--- config.mk ---
export PLATFORM = sky130hd
export DESIGN_NAME = multicycle_control_fsm
export DESIGN_NICKNAME = d
export VERILOG_FILES = /design/src/rtl/multicycle_control_fsm_pkg.sv /design/src/rtl/multicycle_control_fsm_alu_decoder.sv /design/src/rtl/multicycle_control_fsm.sv
export SDC_FILE = /design/constraint.sdc
export NUM_CORES = 1
export LEC_CHECK = 0
export ABC_AREA = 1
export BUFFER_PORTS_ARGS = -buffer_cell sky130_fd_sc_hd__buf_2
export CORE_AREA = 2 2 55 57
export DETAILED_ROUTE_END_ITERATION = 10
export DIE_AREA = 0 0 57 59
export SETUP_SLACK_MARGIN = 0.02
export SLEW_MARGIN = 40
export SYNTH_ARGS = -nofsm -noshare
export SYNTH_HDL_FRONTEND = slang
export SYNTH_SLANG_ARGS = --single-unit
--- constraint.sdc ---
create_clock -name clk -period 2.5 [get_ports clk]
set_clock_uncertainty 0.1 [all_clocks]
set_input_delay 0.5 -clock clk [delete_from_list [all_inputs] [get_ports clk]]
set_output_delay 0.5 -clock clk [all_outputs]
set_load 0.01 [all_outputs]
--- src/rtl/multicycle_control_fsm_pkg.sv ---
// Shared definitions for the multi-cycle RV32I control path: opcodes,
// sequencer states, ALU operation classes and datapath select encodings.
package riscv_ctrl_pkg;

  // Opcodes handled by the sequencer
  localparam logic [6:0] OP_LOAD   = 7'b0000011;
  localparam logic [6:0] OP_STORE  = 7'b0100011;
  localparam logic [6:0] OP_RTYPE  = 7'b0110011;
  localparam logic [6:0] OP_ITYPE  = 7'b0010011;
  localparam logic [6:0] OP_BRANCH = 7'b1100011;
  localparam logic [6:0] OP_JAL    = 7'b1101111;

  // Sequencer states
  typedef enum logic [3:0] {
    FETCH,
    DECODE,
    MEMADR,
    MEMREAD,
    MEMWB,
    MEMWRITE,
    EXECUTER,
    EXECUTEI,
    ALUWB,
    BEQ,
    JAL
  } state_e;

  // ALU operation class requested by the sequencer
  typedef enum logic [1:0] {
    ALUOP_ADD   = 2'b00,
    ALUOP_SUB   = 2'b01,
    ALUOP_FUNCT = 2'b10
  } aluop_e;

  // Immediate format select
  localparam logic [1:0] IMM_I = 2'b00;
  localparam logic [1:0] IMM_S = 2'b01;
  localparam logic [1:0] IMM_B = 2'b10;
  localparam logic [1:0] IMM_J = 2'b11;

  // Result bus select
  localparam logic [1:0] RES_ALUOUT    = 2'b00;
  localparam logic [1:0] RES_READDATA  = 2'b01;
  localparam logic [1:0] RES_ALURESULT = 2'b10;

  // ALU operand A select
  localparam logic [1:0] SRCA_PC    = 2'b00;
  localparam logic [1:0] SRCA_OLDPC = 2'b01;
  localparam logic [1:0] SRCA_RD1   = 2'b10;

  // ALU operand B select
  localparam logic [1:0] SRCB_RD2  = 2'b00;
  localparam logic [1:0] SRCB_IMM  = 2'b01;
  localparam logic [1:0] SRCB_FOUR = 2'b10;

  // ALU operation codes
  localparam logic [2:0] ALU_ADD = 3'b000;
  localparam logic [2:0] ALU_SUB = 3'b001;
  localparam logic [2:0] ALU_AND = 3'b010;
  localparam logic [2:0] ALU_OR  = 3'b011;
  localparam logic [2:0] ALU_SLT = 3'b101;

  // Immediate format implied by the opcode; the generator runs every cycle
  function automatic logic [1:0] imm_src_of(input logic [6:0] op);
    logic [1:0] sel;
    case (op)
      OP_STORE:  sel = IMM_S;
      OP_BRANCH: sel = IMM_B;
      OP_JAL:    sel = IMM_J;
      default:   sel = IMM_I;
    endcase
    return sel;
  endfunction

endpackage

--- src/rtl/multicycle_control_fsm_alu_decoder.sv ---
// Maps the sequencer's ALU operation class plus instruction fields onto
// the shared ALU's operation code.
module alu_decoder
  import riscv_ctrl_pkg::*;
(
  input  aluop_e     alu_op,
  input  logic [2:0] funct3,
  input  logic       funct7b5,
  input  logic       op5,
  output logic [2:0] alu_control
);

  // Only register-register funct3 000 with funct7b5 set is a subtract
  always_comb begin
    alu_control = ALU_ADD;
    case (alu_op)
      ALUOP_ADD: alu_control = ALU_ADD;
      ALUOP_SUB: alu_control = ALU_SUB;
      ALUOP_FUNCT: begin
        case (funct3)
          3'b000:  alu_control = (op5 && funct7b5) ? ALU_SUB : ALU_ADD;
          3'b010:  alu_control = ALU_SLT;
          3'b110:  alu_control = ALU_OR;
          3'b111:  alu_control = ALU_AND;
          default: alu_control = ALU_ADD;
        endcase
      end
      default: alu_control = ALU_ADD;
    endcase
  end

endmodule

--- src/rtl/multicycle_control_fsm.sv ---
// Control sequencer for the multi-cycle RV32I core: steps each instruction
// through fetch/decode/execute/memory/writeback, drives the datapath selects
// and enables, and abandons an instruction whose memory access never completes.
module multicycle_control_fsm
  import riscv_ctrl_pkg::*;
#(
  parameter int unsigned MEM_TIMEOUT = 16
) (
  input  logic       clk,
  input  logic       rst,
  input  logic [6:0] op,
  input  logic [2:0] funct3,
  input  logic       funct7b5,
  input  logic       zero,
  input  logic       mem_ready,
  output logic       pc_write,
  output logic       adr_src,
  output logic       mem_write,
  output logic       ir_write,
  output logic [1:0] result_src,
  output logic [1:0] alu_src_a,
  output logic [1:0] alu_src_b,
  output logic [1:0] imm_src,
  output logic       reg_write,
  output logic [2:0] alu_control,
  output logic       instr_done,
  output logic       illegal_instr,
  output logic       bus_error
);

  localparam int unsigned CNT_W = (MEM_TIMEOUT > 2) ? $clog2(MEM_TIMEOUT) : 1;
  localparam logic [CNT_W-1:0] CNT_LAST =
    CNT_W'((MEM_TIMEOUT == 0) ? 0 : MEM_TIMEOUT - 1);

  state_e           state;
  state_e           state_next;
  logic [CNT_W-1:0] wait_cnt;
  logic             waiting;
  logic             timeout;
  aluop_e           alu_op;
  logic [2:0]       alu_dec;

  alu_decoder u_alu_decoder (
    .alu_op      (alu_op),
    .funct3      (funct3),
    .funct7b5    (funct7b5),
    .op5         (op[5]),
    .alu_control (alu_dec)
  );

  // A timeout fires on the last permitted wait cycle unless memory answers in it
  always_comb begin
    waiting = (state == FETCH) || (state == MEMREAD) || (state == MEMWRITE);
    timeout = (MEM_TIMEOUT != 0) && waiting && !mem_ready && (wait_cnt == CNT_LAST);
  end

  // State register, forced back to FETCH by reset even mid-access
  always_ff @(posedge clk) begin
    if (rst) begin
      state <= FETCH;
    end else begin
      state <= state_next;
    end
  end

  // Wait counter restarts on every state change, completion or timeout
  always_ff @(posedge clk) begin
    if (rst) begin
      wait_cnt <= '0;
    end else if ((state_next != state) || mem_ready || timeout) begin
      wait_cnt <= '0;
    end else if (waiting) begin
      wait_cnt <= wait_cnt + CNT_W'(1);
    end
  end

  // Per-state output decode and next-state selection, then timeout and reset overrides
  always_comb begin
    state_next    = state;
    pc_write      = 1'b0;
    adr_src       = 1'b0;
    mem_write     = 1'b0;
    ir_write      = 1'b0;
    result_src    = RES_ALUOUT;
    alu_src_a     = SRCA_PC;
    alu_src_b     = SRCB_RD2;
    reg_write     = 1'b0;
    instr_done    = 1'b0;
    illegal_instr = 1'b0;
    bus_error     = 1'b0;
    alu_op        = ALUOP_ADD;

    case (state)
      FETCH: begin
        adr_src    = 1'b0;
        alu_src_a  = SRCA_PC;
        alu_src_b  = SRCB_FOUR;
        result_src = RES_ALURESULT;
        ir_write   = mem_ready;
        pc_write   = mem_ready;
        if (mem_ready) begin
          state_next = DECODE;
        end
      end
      DECODE: begin
        alu_src_a = SRCA_OLDPC;
        alu_src_b = SRCB_IMM;
        case (op)
          OP_LOAD, OP_STORE: state_next = MEMADR;
          OP_RTYPE:          state_next = EXECUTER;
          OP_ITYPE:          state_next = EXECUTEI;
          OP_BRANCH:         state_next = BEQ;
          OP_JAL:            state_next = JAL;
          default: begin
            illegal_instr = 1'b1;
            state_next    = FETCH;
          end
        endcase
      end
      MEMADR: begin
        alu_src_a  = SRCA_RD1;
        alu_src_b  = SRCB_IMM;
        state_next = op[5] ? MEMWRITE : MEMREAD;
      end
      MEMREAD: begin
        adr_src    = 1'b1;
        result_src = RES_ALUOUT;
        if (mem_ready) begin
          state_next = MEMWB;
        end
      end
      MEMWB: begin
        result_src = RES_READDATA;
        reg_write  = 1'b1;
        instr_done = 1'b1;
        state_next = FETCH;
      end
      MEMWRITE: begin
        adr_src    = 1'b1;
        result_src = RES_ALUOUT;
        mem_write  = 1'b1;
        if (mem_ready) begin
          instr_done = 1'b1;
          state_next = FETCH;
        end
      end
      EXECUTER: begin
        alu_src_a  = SRCA_RD1;
        alu_src_b  = SRCB_RD2;
        alu_op     = ALUOP_FUNCT;
        state_next = ALUWB;
      end
      EXECUTEI: begin
        alu_src_a  = SRCA_RD1;
        alu_src_b  = SRCB_IMM;
        alu_op     = ALUOP_FUNCT;
        state_next = ALUWB;
      end
      ALUWB: begin
        result_src = RES_ALUOUT;
        reg_write  = 1'b1;
        instr_done = 1'b1;
        state_next = FETCH;
      end
      BEQ: begin
        alu_src_a  = SRCA_RD1;
        alu_src_b  = SRCB_RD2;
        alu_op     = ALUOP_SUB;
        result_src = RES_ALUOUT;
        pc_write   = zero;
        instr_done = 1'b1;
        state_next = FETCH;
      end
      JAL: begin
        alu_src_a  = SRCA_OLDPC;
        alu_src_b  = SRCB_FOUR;
        alu_op     = ALUOP_ADD;
        result_src = RES_ALUOUT;
        pc_write   = 1'b1;
        state_next = ALUWB;
      end
      default: begin
        state_next = FETCH;
      end
    endcase

    imm_src     = imm_src_of(op);
    alu_control = alu_dec;

    if (timeout) begin
      bus_error  = 1'b1;
      ir_write   = 1'b0;
      pc_write   = 1'b0;
      reg_write  = 1'b0;
      instr_done = 1'b0;
      state_next = FETCH;
    end

    if (rst) begin
      state_next    = FETCH;
      pc_write      = 1'b0;
      adr_src       = 1'b0;
      mem_write     = 1'b0;
      ir_write      = 1'b0;
      result_src    = 2'b00;
      alu_src_a     = 2'b00;
      alu_src_b     = 2'b00;
      imm_src       = 2'b00;
      reg_write     = 1'b0;
      alu_control   = 3'b000;
      instr_done    = 1'b0;
      illegal_instr = 1'b0;
      bus_error     = 1'b0;
    end
  end

endmodule

==> impl_metrics.env <==
export IMPL_synth_edf_count=0
export IMPL_regToRegStartpoint="state[0]"
export IMPL_area_growth_pct=28.6
export IMPL_start_util_pct=33.8
export IMPL_worstSetupPathType="reg -> out"
export IMPL_grt_max_degree=13
export IMPL_setup_viol=0
export IMPL_ir_drop_uv=259
export IMPL_path_cells="inv_2 -> nor2_2 -> inv_2 -> nor2_4 -> ha_1 -> nor3_2 -> nor3b_1 -> buf_2"
export IMPL_cp_common_cell="inv_2"
export IMPL_antenna_cells=0
export IMPL_cts_root_buf="clkbuf_4"
export IMPL_cts_hold_buf=0
export IMPL_routed_wl_mm=2.44
export IMPL_core_area_um2=2710
export IMPL_synth_top_area_share_pct=17.6
export IMPL_antenna_found_initial=0
export IMPL_ys_top_cells_by_count="nand2_1 (43), nor2_1 (33), inv_1 (25), nand3_1 (10), dfxtp_1 (8)"
export IMPL_cp_arrival_ps=1750
export IMPL_h_tree_depth=1
export IMPL_dieHeight_um=59
export IMPL_grt_overflow=0
export IMPL_finalMaxSlewViolations=0
export IMPL_hold_viol=0
export IMPL_maxCapViolations=0
export IMPL_synth_seq_area_share_pct=17.5
export IMPL_nNetsFinal=221
export IMPL_rsz0062_at_grt="false"
export IMPL_crit_fanout=5
export IMPL_drc=0
export IMPL_first_iter_violations=29
export IMPL_whs_ps=410
export IMPL_antenna_left=0
export IMPL_finalCritPeriodShare_pct=94.1
export IMPL_end_kind="primary output"
export IMPL_vias=1100
export IMPL_hp_class="in -> reg"
export IMPL_final_fill_count=303
export IMPL_worst_r2r_cell_count=12
export IMPL_path_buf_inv=3
export IMPL_cp_top_family="simple AND/OR/NAND/NOR gates"
export IMPL_synth_main_ff_cell="dfxtp_1"
export IMPL_cp_num_cells=8
export IMPL_gr_usage_all_layers_pct=14.6
export IMPL_drive_gt1_share_pct=31.8
export IMPL_die_w_um=57
export IMPL_hp_start="rst"
export IMPL_crit_path_end="alu_control[2]"
export IMPL_yosys_warnings=0
export IMPL_avgSynthCellArea_um2=5.55
export IMPL_layout_min_cycle_time_ps=2350
export IMPL_slowest_stage="dfxtp_2"
export IMPL_clock_latency_ps=250
export IMPL_crit_start="state[2]"
export IMPL_grt_pass1_vias=995
export IMPL_synth_distinct_cells=26
export IMPL_cts_made_buffers=3
export IMPL_crit_path_max_incr_delay_ps=350
export IMPL_synth_area_leaders="nand2_1 (18%), dfxtp_1 (17%), nor2_1 (14%), inv_1 (10%), nand3_1 (5.5%)"
export IMPL_synth_cells=165
export IMPL_cts_sinks=8
export IMPL_wl_per_cell_um=10.5
export IMPL_max_freq_ghz=0.425
export IMPL_outcome="completed"
export IMPL_ys_seq_elements=8
export IMPL_synth_top_area_cell="nand2_1"
export IMPL_crit_path_start_kind="flip-flop"
export IMPL_power_density_nw_per_um2=265
export IMPL_io_buffers=33
export IMPL_required_ps=1900
export IMPL_worstMarginPinSlew_ps=358
export IMPL_fp_row_count=19
export IMPL_tns_ps=0
export IMPL_dieArea_um2=3360
export IMPL_r2r_slack_ps=620
export IMPL_reg2reg_to="wait_cnt[1]"
export IMPL_drtPass1Iterations=6
export IMPL_via_per_inst=4.74
export IMPL_clk_transition_reported_paths_ps=50
export IMPL_gp_congestion=0.878
export IMPL_cts_buffer_depth=2
export IMPL_netlist_area_um2=916
export IMPL_max_slew_margin_pct=76.1
export IMPL_ys_async_sr_fraction_pct=0
export IMPL_cts_tree="done"
export IMPL_syn_nets=183
export IMPL_dp_final_hpwl_mm=1.93
export IMPL_floorplan_io_pins=34
export IMPL_synth_most_common_cell="nand2_1"
export IMPL_grt_pass1_wl_mm=3.92
export IMPL_leakage_nw=0.660
where the power goes:
group          internal, mW  switching, mW
logic                0.0313         0.0511
registers             0.131        0.00232
clock network        0.0548         0.0419
total                 0.217         0.0953
per-layer routing:
layer	global-route usage, %	vias up	wire length, µm
met2	24.3	41	1120
met3	1.31	8	155
met4	10.6	0	67
li1	-	589	-
met5	0	-	0
met1	17.7	462	1100
registers in the layout, indices dropped and copies added (netlist names):
register  flops
wait_cnt      4
state         4
cells in the final DEF, fill, tap and decap left out, drive strengths merged:
cell type / netlist / routed
nor3b: 2 / 2
a21oi: 1 / 1
clkbuf: 2 / 3
nand2: 48 / 48
o21ai: 7 / 7
dfxtp: 8 / 8
nand4: 4 / 4
o31ai: 1 / 1
nor4: 1 / 1
xnor2: 3 / 3
inv: 26 / 26
nor3: 5 / 5
o22ai: 1 / 1
a211oi: 1 / 1
buf: 1 / 36
ha: 3 / 3
nand3: 11 / 11
mux2: 1 / 1
nor2: 39 / 39
kinds of logic after synthesis:
| logic type | share of synthesized area, % |
|---|---|
| buffers and inverters | 12.7 |
| DFF | 17.5 |
| muxes | 1.23 |
| and+or+nand+nor | 54.9 |
| adders and majority gates | 4.10 |
| xor gates and xnor gates | 2.87 |
| AOI/OAI and AO/OA | 6.69 |
worst min-delay path by stage:
stage / endpoint / slack [ps] / depth (start not counted)
after floorplan: wait_cnt[3] / 410 / 3
after global placement: wait_cnt[3] / 440 / 3
after detailed placement: wait_cnt[3] / 420 / 3
after CTS: state[2] / 400 / 2
after global routing: state[2] / 410 / 2
final: state[2] / 410 / 2
repair_timing:
action,4_1_cts,5_1_grt
gates cloned,0,0
setup endpoints to repair,2,2
resized for setup,6,7
endpoints found under the hold margin,0,0
pin swaps,0,1
setup buffers,0,1
per-stage QoR:
stage | power (mW) | area (µm²) | utilization (%) | setup WS [ps] | instances
after global routing | 0.333 | 1180 | 43.4 | 20.9 | 232
after CTS | 0.319 | 1150 | 42.6 | 38.5 | 231
after global placement | 0.217 | 1120 | 41.2 | 231 | 228
final | 0.312 | 1180 | 43.4 | 147 | 232
after detailed placement | 0.216 | 1120 | 41.2 | 207 | 228
after floorplan | 0.186 | 916 | - | 329 | 165
final cells by class:
| class | count | area, µm² | area share, % |
|---|---|---|---|
| well taps | 31 | 38.8 | 3.29 |
| clock buffers | 3 | 22.5 | 1.91 |
| flip-flops and latches | 8 | 164 | 13.9 |
| multi-input cells | 128 | 667 | 56.6 |
| inverters | 26 | 97.6 | 8.29 |
| repair buffers | 36 | 188 | 15.9 |
Note: power is estimated with default switching activity, not from simulation.
